`src/rtl/alu_arbiter.sv`:
```
// Two-requester round-robin front end for a shared combinational ALU.
// A granted operation is latched, presented to the ALU for one cycle
// (EXEC), and its result plus flags are held in RESP until the consumer
// accepts them.
module alu_arbiter (
    input  logic        clock,
    input  logic        reset,
    input  logic        req0_valid,
    output logic        req0_ready,
    input  logic [31:0] req0_opA,
    input  logic [31:0] req0_opB,
    input  logic [4:0]  req0_opcode,
    input  logic [4:0]  req0_shamt,
    input  logic        req1_valid,
    output logic        req1_ready,
    input  logic [31:0] req1_opA,
    input  logic [31:0] req1_opB,
    input  logic [4:0]  req1_opcode,
    input  logic [4:0]  req1_shamt,
    output logic [31:0] alu_opA,
    output logic [31:0] alu_opB,
    output logic [4:0]  alu_opcode,
    output logic [4:0]  alu_shamt,
    input  logic [31:0] alu_result,
    input  logic        alu_isNotEqual,
    input  logic        alu_isLessThan,
    input  logic        alu_overflow,
    output logic        rsp_valid,
    input  logic        rsp_ready,
    output logic        rsp_id,
    output logic [31:0] rsp_result,
    output logic        rsp_ne,
    output logic        rsp_lt,
    output logic        rsp_ovf,
    output logic        rsp_illegal
);

    typedef enum logic [1:0] {
        S_IDLE = 2'd0,
        S_EXEC = 2'd1,
        S_RESP = 2'd2
    } state_t;

    state_t      state_q, state_d;
    logic        last_grant_q, last_grant_d;
    logic [31:0] opa_q, opb_q;
    logic [4:0]  opcode_q, shamt_q;
    logic        id_q;
    logic [31:0] rsp_result_q;
    logic        rsp_ne_q, rsp_lt_q, rsp_ovf_q, rsp_illegal_q, rsp_id_q;

    logic        grant_id;
    logic        any_valid;
    logic        accept;
    logic        illegal_op;

    // Round-robin choice: contested grants go to the requester that did not win last.
    always_comb begin
        any_valid = req0_valid | req1_valid;
        if (req0_valid && req1_valid) begin
            grant_id = ~last_grant_q;
        end else begin
            grant_id = ~req0_valid;
        end
    end

    // Grants are only offered in IDLE, and never while reset is held.
    assign accept     = (state_q == S_IDLE) && any_valid && !reset;
    assign req0_ready = accept && (grant_id == 1'b0);
    assign req1_ready = accept && (grant_id == 1'b1);

    // Legal opcodes are 00000..00101; everything else is flagged and zeroed.
    assign illegal_op = (opcode_q[4:3] != 2'b00) || (opcode_q[2:1] == 2'b11);

    // Next-state and last_grant update; last_grant only moves on acceptance.
    always_comb begin
        // NOTE: every comb output gets a default first so no path infers a latch.
        state_d      = state_q;
        last_grant_d = last_grant_q;
        case (state_q)
            S_IDLE: begin
                if (accept) begin
                    state_d      = S_EXEC;
                    last_grant_d = grant_id;
                end
            end
            S_EXEC:  state_d = S_RESP;
            S_RESP: begin
                if (rsp_ready) begin
                    state_d = S_IDLE;
                end
            end
            default: state_d = S_IDLE;
        endcase
    end

    // State and arbitration history registers.
    always_ff @(posedge clock or posedge reset) begin
        if (reset) begin
            state_q      <= S_IDLE;
            last_grant_q <= 1'b1;
        end else begin
            // NOTE: sequential state uses non-blocking assignment so all registers
            // sample the same pre-edge values.
            state_q      <= state_d;
            last_grant_q <= last_grant_d;
        end
    end

    // Operand latch: captures the granted requester's operation on acceptance.
    always_ff @(posedge clock or posedge reset) begin
        if (reset) begin
            // NOTE: these are plain flops, so clearing them in reset is cheap and
            // keeps the ALU inputs defined from the first cycle.
            opa_q    <= '0;
            opb_q    <= '0;
            opcode_q <= '0;
            shamt_q  <= '0;
            id_q     <= 1'b0;
        end else if (accept) begin
            id_q <= grant_id;
            if (grant_id) begin
                opa_q    <= req1_opA;
                opb_q    <= req1_opB;
                opcode_q <= req1_opcode;
                shamt_q  <= req1_shamt;
            end else begin
                opa_q    <= req0_opA;
                opb_q    <= req0_opB;
                opcode_q <= req0_opcode;
                shamt_q  <= req0_shamt;
            end
        end
    end

    // Response capture at the end of EXEC; values then hold until the next EXEC.
    always_ff @(posedge clock or posedge reset) begin
        if (reset) begin
            rsp_result_q  <= '0;
            rsp_ne_q      <= 1'b0;
            rsp_lt_q      <= 1'b0;
            rsp_ovf_q     <= 1'b0;
            rsp_illegal_q <= 1'b0;
            rsp_id_q      <= 1'b0;
        end else if (state_q == S_EXEC) begin
            rsp_id_q      <= id_q;
            rsp_illegal_q <= illegal_op;
            if (illegal_op) begin
                rsp_result_q <= '0;
                rsp_ne_q     <= 1'b0;
                rsp_lt_q     <= 1'b0;
                rsp_ovf_q    <= 1'b0;
            end else begin
                rsp_result_q <= alu_result;
                rsp_ne_q     <= alu_isNotEqual;
                rsp_lt_q     <= alu_isLessThan;
                rsp_ovf_q    <= alu_overflow;
            end
        end
    end

    assign alu_opA     = opa_q;
    assign alu_opB     = opb_q;
    assign alu_opcode  = opcode_q;
    assign alu_shamt   = shamt_q;

    assign rsp_valid   = (state_q == S_RESP);
    assign rsp_id      = rsp_id_q;
    assign rsp_result  = rsp_result_q;
    assign rsp_ne      = rsp_ne_q;
    assign rsp_lt      = rsp_lt_q;
    assign rsp_ovf     = rsp_ovf_q;
    assign rsp_illegal = rsp_illegal_q;

endmodule
```
`config.mk`:
```
export PLATFORM = sky130hd
export DESIGN_NAME = alu_arbiter
export DESIGN_NICKNAME = d
export VERILOG_FILES = /design/src/rtl/alu_arbiter.sv
export SDC_FILE = /design/constraint.sdc
export NUM_CORES = 1
export LEC_CHECK = 0
export CAP_MARGIN = 20
export CORE_MARGIN = 5
export CORE_UTILIZATION = 40
export CTS_BUF_LIST = sky130_fd_sc_hd__clkbuf_8
export CTS_CLUSTER_DIAMETER = 50
export DETAILED_ROUTE_END_ITERATION = 8
export PLACE_DENSITY = 0.89
export SYNTH_ARGS = -nofsm -noshare
export SYNTH_HDL_FRONTEND = slang
export SYNTH_SLANG_ARGS = --single-unit
```
`constraint.sdc`:
```
create_clock -name clock -period 4.8 [get_ports clock]
set_input_delay 0.48 -clock clock [delete_from_list [all_inputs] [get_ports clock]]
set_output_delay 0.48 -clock clock [all_outputs]
set_load 0.1 [all_outputs]
```
==> results of run 1 <==
cells in the final DEF, fill, tap and decap left out, drive strengths merged:
master | Yosys | routed
buf | 33 | 11
a22o | 35 | 35
dfstp | 1 | 1
or3 | 1 | 1
clkdlybuf4s50 | 0 | 300
clkinvlp | 0 | 3
nor3 | 75 | 75
o21a | 2 | 2
mux2 | 1 | 1
and3 | 1 | 1
dfrtp | 114 | 114
clkbuf | 14 | 18
nor2b | 1 | 1
bufinv | 0 | 2
o21ai | 2 | 2
nand2 | 75 | 75
a2111oi | 1 | 1
clkinv | 0 | 6
a221o | 74 | 74
a21oi | 1 | 1
nand3 | 1 | 1
nand2b | 3 | 3
inv | 5 | 8
critical path: stages:
cell and delay, ns:
clkdlybuf4s50_1 0.49, nor3_2 0.27, and3_2 0.27, clkdlybuf4s50_1 1.17
through the flow:
| stage | cells | setup WS [ns] | util [%] | cell area (um^2) |
|---|---|---|---|---|
| floorplan | 440 | 1.278 | - | 5331 |
| global placement | 879 | 1.635 | 63.50 | 8342 |
| detailed placement | 879 | 1.598 | 63.50 | 8342 |
| CTS | 911 | 1.596 | 66.45 | 8730 |
| global route | 912 | 1.535 | 66.66 | 8757 |
| finish | 912 | 1.630 | 66.66 | 8757 |
layer usage:
layer  part of all wire [%]  vias to the layer above
li1                       -                     2233
met3                    7.3                       30
met2                     51                      247
met5                  0.039                        -
met1                     39                     2444
met4                    2.1                        2
logic make-up after synthesis:
| family | count (synthesis) | share of synthesized area (%) |
|---|---|---|
| compound gates | 115 | 20.72 |
| buf+inv | 52 | 6.219 |
| flops | 115 | 54.00 |
| mux | 1 | 0.2112 |
| simple gates | 157 | 18.85 |
sequential cells by signal, indices dropped and copies added, names as in the netlist:
name and flops:
alu_opA 32, alu_opB 32, alu_opcode 5, alu_shamt 5, id_q 1, last_grant_q 1
rsp_id 1, rsp_illegal 1, rsp_lt 1, rsp_ne 1, rsp_ovf 1, rsp_result 32
state_q 2
layout make-up:
| cell class | count | area share, % |
|---|---|---|
| timing repair buffer | 311 | 35.43 |
| sequential | 115 | 32.88 |
| multi-input combinational | 273 | 24.50 |
| clock buffer | 18 | 2.829 |
| tap | 176 | 2.515 |
| clock inverter | 14 | 1.600 |
| inverter | 5 | 0.2429 |
worst max path at each step:
| stage | from | end | slack, ns |
|---|---|---|---|
| floorplan | reset | alu_opA[0] | 1.28 |
| global placement | reset | req1_ready | 1.64 |
| detailed placement | reset | req1_ready | 1.60 |
| CTS | reset | req1_ready | 1.60 |
| global route | reset | req1_ready | 1.54 |
| finish | reset | req1_ready | 1.63 |
==> reports/results.ini, run 1 <==
[global_route]
met3_usage_pct = 6.652
globalRouteMet1Util_pct = 26.80
antenna_found_initial = 1
grt_pass1_wl_mm = 28.33
grt_usage_pct = 22.39
grt_overflow = 0
busiest_layer = met2
grt_pass1_vias = 5305
grt_max_degree = 75
grt_use_met2_pct = 38.55

[critical_path]
cp-start-kind = input port
r2r-end = alu_opA[23]
worstPathArrival_ns = 2.69
crit_fanout = 3
r2r_slack_ns = 2.75
cp_data_required_time_ns = 4.32
path_class = in -> out
worstReg2RegStart = state_q[1]
endpoint_kind = primary output
ff2ff_path_depth = 4

[timing]
skew_ns = 0.01583
fmax_mhz = 315.4
rsz0062_at_grt = no
tns_ns = 0
setup_viol = 0
finalHoldWorstSlack_ns = 0.4750
max_slew_margin_pct = 31.46
period_needed_ns = 3.170
report.final.hold_viol_count = 0
worst_pin_slew_ns = 1.025
slew_violations = 0
timing.final.crit_share_pct = 66.05

[detailed_routing]
num_vias = 4956
ant_nets = 0
dr.first_iter.drc_count = 298
vias_per_cell = 5.434
wl_mm = 18.11
wl_per_cell_um = 19.86
drcViolationCount = 0
dr.pass1.iters = 4

[status]
status = finished clean

[clock_network]
cts_made_buffers = 17
cts_tree = built
clockRootBuffer = clkbuf_8
clock_latency_ns = 0.42
cts_resized = 0
ctsHtreeMaxLevel = 4
numClockSinks = 115
clk_pin_slew_ns = 0.06
cts_hold_buf = 0
post_cts_buffers = 0
ctsLongestPathBuffers = 2

[logic_synthesis]
synth_commonest_cells = dfrtp_1, nand2_1, a221o_1
yosysWarnings = 0
synthArstFlopShare_pct = 100.0
syn_nets = 628
synth_seq_cells = 115
synth_area_leaders = dfrtp_1, a221o_1, nor3_2
synth_most_common_cell = dfrtp_1
syn_area_um2 = 5331
synth_area_leader_cell = dfrtp_1
synth.distinct_cells = 25
synth_edf_count = 0
synth_ff_type = dfrtp_1
ys_seq_area_share_pct = 54.00
netlist_instances = 440
avgSynthCellArea_um2 = 12.12
synthDominantCellAreaShare_pct = 53.51

[worst_hold_path]
min_path_type = in -> reg
min_path_cells = 3
holdPathEnd = last_grant_q
min-delay-start = req0_valid

[placement]
place.gp.congestion = 0.7851
hpwl_mm = 13.02
io_buffers = 301

[floorplanning]
pin_count = 302
core_area_um2 = 13140
start_util_pct = 40.58
dieArea_um2 = 15740
die_y_um = 125.5
die_x_um = 125.5
row_count = 42

[final_layout]
multi_input_area_um2 = 2146
synthToLayoutAreaGrowth_pct = 64.26
n_fill_cell = 958
nNetsFinal = 911
antenna_cells = 0
ff_latch_area_um2 = 2879
drive_above_1_share_pct = 15.08

[job]
drv_cap = 0

Power of run 1 is left out: the tool's default activity adds up to more than one toggle a clock period on the data nets, which glitch-free logic cannot reach.
==> run 2, diff against run 1 <==
clock period = 2.93 ns   (was 4.8 ns; I/O delays follow)
==> run 2 against run 1 <==
Register-to-register slack lost 1.7 ns. Final cell count grew 0.44%. Non-clock buffer count grew 4. Cell area shrank 2.8%. Count of clock-buffer cells in the layout shrank 1. Flip-flop and latch count is the same. Largest cell class is now flip-flops and latches.
==> reports/results.ini, run 2 (synthesis gave the netlist of run 1 again) <==
[final_layout]
final_common_cell = clkdlybuf4s50_1
drive_above_1_share_pct = 31.22  ; +16 points
final_cell_mix = clkdlybuf4s50_1, buf_4, dfrtp_1
antenna_cells = 0  ; unchanged
final_cell_area_um2 = 8512  ; -2.8%
layout.cells.non_filler = 916  ; +0.44%
synthToLayoutAreaGrowth_pct = 59.66
nNetsFinal = 915  ; +0.44%

[detailed_routing]
num_vias = 4959  ; +0.061%
dr.first_iter.drc_count = 366  ; +23%
ant_nets = 0  ; unchanged
vias_per_cell = 5.414  ; -0.38%
wl_mm = 17.71  ; -2.2%
drcViolationCount = 0  ; unchanged
wl_per_cell_um = 19.33  ; -2.6%
dr.pass1.iters = 5  ; +1

[clock_network]
ctsLongestPathBuffers = 2  ; unchanged
post_cts_buffers = 0  ; unchanged
ctsHtreeMaxLevel = 4  ; unchanged
cts_hold_buf = 0  ; unchanged
clockRootBuffer = clkbuf_8
cts_tree = built
numClockSinks = 115  ; unchanged
clk_pin_slew_ns = 0.07  ; about the same
cts_made_buffers = 17  ; unchanged
cts_resized = 0  ; unchanged
clock_latency_ns = 0.42  ; about the same

[timing]
max_slew_margin_pct = 45.23  ; +14 points
slew_violations = 0  ; unchanged
period_needed_ns = 2.027
skew_ns = 0.009722  ; -0.006104 ns
fmax_mhz = 493.4
worst_pin_slew_ns = 0.8216  ; -0.2033 ns
tns_ns = 0  ; unchanged
rsz0062_at_grt = no
timing.final.crit_share_pct = 69.17
report.final.hold_viol_count = 0  ; unchanged
setup_viol = 0  ; unchanged
setup_ws_ns = 0.9033  ; -0.7263 ns

[floorplanning]
row_count = 42  ; unchanged
die_x_um = 125.5  ; unchanged
die_y_um = 125.5  ; unchanged
core_area_um2 = 13140  ; unchanged
start_util_pct = 40.58  ; unchanged
pin_count = 302  ; unchanged
dieArea_um2 = 15740  ; unchanged

[worst_hold_path]
min_path_type = in -> reg

[global_route]
grt_pass1_wl_mm = 28.81  ; +1.7%
grt_pass1_vias = 5234  ; -1.3%
grt_usage_pct = 22.82  ; +0.43 points
grt_overflow = 0  ; unchanged
grt_max_degree = 66  ; -12%
antenna_found_initial = 0  ; -1

[critical_path]
worstPathArrival_ns = 1.73  ; -0.96 ns
crit_fanout = 6  ; +3
path_class = reg -> out
cp-start-kind = flip-flop
cp_data_required_time_ns = 2.64  ; -1.68 ns
endpoint_kind = primary output

[placement]
post-place-ws_ns = 0.7367  ; -0.8613 ns
io_buffers = 301  ; unchanged
dp_cells = 884  ; +0.57%
hpwl_mm = 13.13  ; +0.79%
place.gp.congestion = 0.8344  ; +6.3%
place_area_um2 = 8120  ; -2.7%

[status]
status = finished clean

[job]
drv_cap = 0  ; unchanged

==> run 2: worst max-delay path, cell delays in order (launching register included) <==
cell and delay [ns]:
dfrtp_1 0.42, nor3_2 0.33, and3_2 0.36, buf_12 0.20
==> run 2: final timing paths <==
kind / startpoint / end / slack (ns) / cells after the start
setup / recovery: state_q[1] / req1_ready / 0.90 / 3
hold / removal: rsp_ready / state_q[1] / 0.45 / 2
setup reg to reg: state_q[1] / alu_opA[6] / 1.06 / 4
hold reg to reg: id_q / id_q / 0.50 / 1
max in group asynchronous: reset / alu_opA[26] / 1.82 / 3
min in group asynchronous: reset / alu_opcode[3] / 0.49 / 3
==> run 2: layout make-up <==
type                       count  area (um^2)
timing repair buffer         315         2853
clock inverter                15        157.7
tap                          176        220.2
fill                        1002         4626
inverter                       5        22.52
multi-input combinational    273         2146
sequential                   115         2879
clock buffer                  17        234.0
==> run 2: through the flow <==
step | utilization, % | hold slack (ns)
after floorplan | - | 0.4006
after global placement | 61.81 | 0.4789
after detailed placement | 61.81 | 0.4937
after CTS | 64.79 | 0.4181
after global routing | 64.79 | 0.4340
final | 64.79 | 0.4531
==> run 2: routing by layer <==
layer,share of wire [%],global-route usage [%]
met1,40,28.30
met2,50,37.51
met3,7.7,6.738
met4,2.6,9.056
met5,0,0
Power of run 2 is left out for the same reason.
